==> src/rtl/conv_mac_accumulator.sv <==
// conv_mac_accumulator: sequential multiply-accumulate stage of the
// convolutional layer. Accumulates KERNEL_SIZE*KERNEL_SIZE pixel*weight taps
// plus a bias. It then emits one rescaled, saturated, optionally ReLU'd
// feature-map value.
//
// Handshake semantics (both sides, strict valid/ready):
//   - A tap transfers on a rising edge where in_valid & in_ready & ~clear.
//   - A result transfers on a rising edge where out_valid & out_ready.
//   - in_ready and out_valid are pure decodes of the state register. They
//     never depend combinationally on in_valid or out_ready.
//   - Once out_valid is high, out_data is held stable until the transfer.
//   - The block never accepts a tap while a result is pending.
module conv_mac_accumulator #(
  parameter int DATA_WIDTH  = 16,
  parameter int FRAC_BITS   = 8,
  parameter int KERNEL_SIZE = 3,
  parameter int ACC_WIDTH   = 40,
  localparam int TAPS       = KERNEL_SIZE * KERNEL_SIZE,
  localparam int CNT_WIDTH  = $clog2(TAPS)
) (
  input  logic                  clk,
  input  logic                  rst_n,
  input  logic                  clear,
  input  logic                  relu_en,
  input  logic [DATA_WIDTH-1:0] bias,
  input  logic [DATA_WIDTH-1:0] pix_in,
  input  logic [DATA_WIDTH-1:0] wgt_in,
  input  logic                  in_valid,
  output logic                  in_ready,
  output logic [DATA_WIDTH-1:0] out_data,
  output logic                  out_valid,
  input  logic                  out_ready,
  output logic [CNT_WIDTH-1:0]  tap_cnt
);

  typedef enum logic {
    ACC  = 1'b0,
    HOLD = 1'b1
  } state_t;

  state_t state;
  state_t state_next;

  logic signed [ACC_WIDTH-1:0]    acc;
  logic signed [2*DATA_WIDTH-1:0] product;
  logic signed [ACC_WIDTH-1:0]    product_ext;
  logic signed [ACC_WIDTH-1:0]    bias_ext;
  logic signed [ACC_WIDTH-1:0]    acc_base;
  logic signed [ACC_WIDTH-1:0]    acc_sum;
  logic signed [ACC_WIDTH-1:0]    acc_shift;
  logic [ACC_WIDTH-DATA_WIDTH:0]  upper_bits;
  logic                           fits;
  logic [DATA_WIDTH-1:0]          sat_value;
  logic [DATA_WIDTH-1:0]          result;
  logic                           accept;
  logic                           first_tap;
  logic                           last_tap;

  // A tap that coincides with clear is dropped.
  assign accept    = in_valid & (state == ACC) & ~clear;
  assign first_tap = (tap_cnt == '0);
  assign last_tap  = (tap_cnt == CNT_WIDTH'(TAPS - 1));

  // Full-precision product and the bias aligned to the product's binary point.
  assign product     = $signed(pix_in) * $signed(wgt_in);
  assign product_ext = {{(ACC_WIDTH-2*DATA_WIDTH){product[2*DATA_WIDTH-1]}}, product};
  assign bias_ext    = {{(ACC_WIDTH-DATA_WIDTH){bias[DATA_WIDTH-1]}}, bias} <<< FRAC_BITS;
  assign acc_base    = first_tap ? bias_ext : acc;
  assign acc_sum     = acc_base + product_ext;

  // Rescale back to FRAC_BITS. The arithmetic shift truncates toward -inf.
  // The value fits the output width only when every bit from the output
  // sign bit upward is a copy of that sign bit.
  assign acc_shift  = acc_sum >>> FRAC_BITS;
  assign upper_bits = acc_shift[ACC_WIDTH-1:DATA_WIDTH-1];
  assign fits       = (&upper_bits) | ~(|upper_bits);
  assign sat_value  = fits ? acc_shift[DATA_WIDTH-1:0]
                    : (acc_shift[ACC_WIDTH-1] ? {1'b1, {(DATA_WIDTH-1){1'b0}}}
                                              : {1'b0, {(DATA_WIDTH-1){1'b1}}});
  assign result     = (relu_en & sat_value[DATA_WIDTH-1]) ? '0 : sat_value;

  // State register.
  always_ff @(posedge clk or negedge rst_n) begin
    if (!rst_n) begin
      state <= ACC;
    end else begin
      state <= state_next;
    end
  end

  // Next-state and handshake decode. clear overrides every transition.
  always_comb begin
    state_next = state;
    in_ready   = 1'b0;
    out_valid  = 1'b0;
    case (state)
      ACC: begin
        in_ready = 1'b1;
        if (accept && last_tap) state_next = HOLD;
      end
      HOLD: begin
        out_valid = 1'b1;
        if (out_ready) state_next = ACC;
      end
      default: state_next = ACC;
    endcase
    if (clear) state_next = ACC;
  end

  // Accumulator, tap counter and result register.
  always_ff @(posedge clk or negedge rst_n) begin
    if (!rst_n) begin
      acc      <= '0;
      tap_cnt  <= '0;
      out_data <= '0;
    end else if (clear) begin
      tap_cnt <= '0;
    end else if (accept) begin
      acc <= acc_sum;
      if (last_tap) begin
        tap_cnt  <= '0;
        out_data <= result;
      end else begin
        tap_cnt <= tap_cnt + 1'b1;
      end
    end
  end

endmodule

==> config.mk <==
export PLATFORM = sky130hd
export DESIGN_NAME = conv_mac_accumulator
export DESIGN_NICKNAME = d
export VERILOG_FILES = /design/src/rtl/conv_mac_accumulator.sv
export SDC_FILE = /design/constraint.sdc
export NUM_CORES = 1
export LEC_CHECK = 0
export CAP_MARGIN = 20
export CELL_PAD_IN_SITES_DETAIL_PLACEMENT = 0
export CELL_PAD_IN_SITES_GLOBAL_PLACEMENT = 1
export CORE_MARGIN = 4
export CORE_UTILIZATION = 35
export CTS_BUF_LIST = sky130_fd_sc_hd__clkbuf_8
export DETAILED_ROUTE_END_ITERATION = 10
export PLACE_DENSITY = 0.68
export RECOVER_POWER = 100
export SLEW_MARGIN = 15
export SYNTH_ARGS = -nofsm -noshare
export SYNTH_HDL_FRONTEND = slang
export SYNTH_SLANG_ARGS = --single-unit
==> constraint.sdc <==
create_clock -name clk -period 16.92 [get_ports clk]
set_input_delay 3.384 -clock clk [delete_from_list [all_inputs] [get_ports clk]]
set_output_delay 3.384 -clock clk [all_outputs]
set_load 0.01 [all_outputs]
==> impl_metrics.toml <==
[cts]
cts_tree = "built"
ctsHtreeMaxLevel = 3
cts_root_buf = "clkbuf_8"
holdBufCountCts = 0
clockBufferDepth = 2
clock_sinks = 61
clk_latency_ns = 0.34
ctsResizeCount = 0
path_clk_slew_ns = 0.07
cts_setup_buffers = 0
cts_buffers = 9

[yosys]
synth_area_sq_um = 15300
syn_area_per_cell_sq_um = 9.17
yosys.area.top_type = "fa_1"
synth.yosys.seq_area_share_pct = 9.97
synthCells = 1669
synth_warnings = 0
netlist.area_leader.share_pct = 43.2
synthesis.nets = 2170
ys.flop_type = "dfrtp_1"
synthTopCellsByArea = "fa_1, dfrtp_1, ha_1"
ys_types = 71
async_flop_share_pct = 100
synth-edff-count = 0
ys_seq_elements = 61

[worst_setup_path]
critPathArrivalTime_ns = 12.10
crit_fanout = 16
crit_required_ns = 17.10
worst-setup-path-type = "in2reg"
critPathLaunchType = "primary input"
r2r_slack_ns = 8.65
regToRegEndpoint = "out_data[12]$_DFFE_PN0P_"
cp-end-kind = "flip-flop"
r2r_start = "tap_cnt[0]$_DFFE_PN0P_"
ff2ff_path_depth = 23

[status]
violations = "max-capacitance violations, max-slew violations"
status = "complete, but fails checks"

[hold_path]
holdPathStages = 2
hp-class = "reg2reg"
hp-start = "acc[15]$_DFFE_PN0P_"
hold_end = "acc[15]$_DFFE_PN0P_"

[sta]
clock_skew_ns = 0.00770
setup_viol = 0
rsz0062_at_grt = "no"
setup_slack_ns = 5.00
tightest_slew_ns = 3.48
period_share_pct = 70.5
setup_tns_ns = 0
finalCriticalPeriod_ns = 11.92
fmax_mhz = 83.9
maxSlewHeadroom_pct = -132
hold_viol_final = 0
drv_slew = 137

[floorplan]
dieWidth_um = 217
die-area_sq_um = 47100
initial_core_util_pct = 35.5
boundaryPins = 76
die_y_um = 217
core_sq_um = 43200
num_rows = 76

[global_routing]
grt.total_usage_pct = 17.2
grt_max_degree = 75
grt_first_pass_wirelength_um = 65500
antenna_found_initial = 0
first_global_vias = 12206
grt.overflow.total = 0

[finish]
fillers = 4444
drive_above_1_share_pct = 2.29
synthToLayoutAreaGrowth_pct = 9.00
mostFrequentLayoutCells = "inv_1, fa_1, nand2_1, and2_1, ha_1"
finalInstanceArea_sq_um = 16700
fin_nets = 2200
diodes = 0
final_common_cell = "inv_1"
final_util_pct = 38.6

[detailed_routing]
wl_um = 38200
post_drt_wl_per_cell_um = 16.7
drtPass1Iterations = 5
drt-initial-drc-count = 537
vias = 10901
viasPerCell = 4.77
antenna_left = 0
drt_drc_violations_left = 0

[placement]
hpwl_um = 32700
globalplace.congestion = 0.835
io_buffers = 75
dpl_cell_area_sq_um = 16600
dpl_worst_slack_ns = 5.39

[run]
max-cap-violations = 2
## logic make-up after synthesis
group | synth area share (%)
XOR/XNOR | 2.22
flip-flops | 9.97
adder cells (fa/ha/maj) | 52.7
AND/OR/NAND/NOR | 15.5
AO/OA/AOI/OAI | 7.99
buffers and inverters | 10.8
multiplexers | 0.785
## layer usage
| layer | global-route usage, % | routed length, um | share of wire (%) |
|---|---|---|---|
| met5 | 0 | 0 | 0 |
| met4 | 2.29 | 386 | 1.0 |
| met3 | 1.63 | 878 | 2.3 |
| met2 | 31.1 | 20100 | 53 |
| met1 | 23.1 | 16800 | 44 |
## synth_stat cells, types with 3 or more instances
cell type  instances
a211o_1            3
a21o_1            25
a21oi_1           45
a31oi_1            7
and2_1           127
and3_1             6
buf_2              4
clkbuf_1          53
dfrtp_1           61
fa_1             330
ha_1             117
inv_1            374
mux2_2             8
mux2i_1            3
nand2_1          229
nand2b_1          11
nand3_1           14
nand3b_1           3
nand4_1            9
nor2_1            59
nor2b_1            4
nor3_1             8
o211ai_1           3
o21a_1             4
o21ai_0           52
o21ai_1            3
o21bai_1           3
o22ai_1           15
xnor2_1           17
xor2_1            20
## area by class of cell
type                    instances  area (sq um)  share of cell area, %
multi-input cells            1173         12100                   72.4
flip-flops and latches         61          1530                   9.15
repair buffers                 80           776                   4.65
inverters                     374          1400                   8.41
well taps                     585           732                   4.39
clock inverters                 3          13.8                 0.0825
clock buffers                  11           151                  0.907
## per-stage QoR
stage | std cells | hold slack, ns
floorplan | 1669 | 0.442
global placement | 2273 | 0.457
detailed placement | 2273 | 0.469
CTS | 2287 | 0.484
global route | 2287 | 0.514
finish | 2287 | 0.479
## flip-flops by register name (all words and copies together), names as in the netlist
signal / count
acc: 40
out_data: 16
state: 1
tap_cnt: 4
## how the worst max path moves through the flow
stage / startpoint / endpoint / slack (ns) / cells past startpoint
4_1_cts: wgt_in[4] / out_data[7]$_DFFE_PN0P_ / 5.77 / 24
2_1_floorplan: pix_in[15] / out_data[4]$_DFFE_PN0P_ / 7.10 / 25
3_5_place_dp: wgt_in[4] / out_data[12]$_DFFE_PN0P_ / 5.39 / 24
3_3_place_gp: wgt_in[1] / out_data[0]$_DFFE_PN0P_ / 5.52 / 23
5_1_grt: pix_in[15] / out_data[7]$_DFFE_PN0P_ / 4.44 / 23
6_report: pix_in[15] / out_data[12]$_DFFE_PN0P_ / 5.00 / 23
## worst max-delay path: stages
cell           delay (ns)
dlygate4sd3_1        0.98
nand2_1              0.30
fa_1                 0.66
inv_1                0.06
fa_1                 0.80
fa_1                 0.53
fa_1                 0.52
fa_1                 0.49
inv_1                0.05
fa_1                 0.47
inv_1                0.04
ha_1                 0.38
a21o_1               0.26
a311oi_1             0.27
o21bai_1             0.10
a31oi_1              0.26
o211ai_1             0.27
a21oi_1              0.28
o21ai_0              0.13
xnor2_1              0.41
and4b_1              0.26
a31oi_1              0.95
o22ai_1              0.23
Power is not shown: default switching activity piles up to over one toggle a cycle in this logic, so the estimate is an artifact.
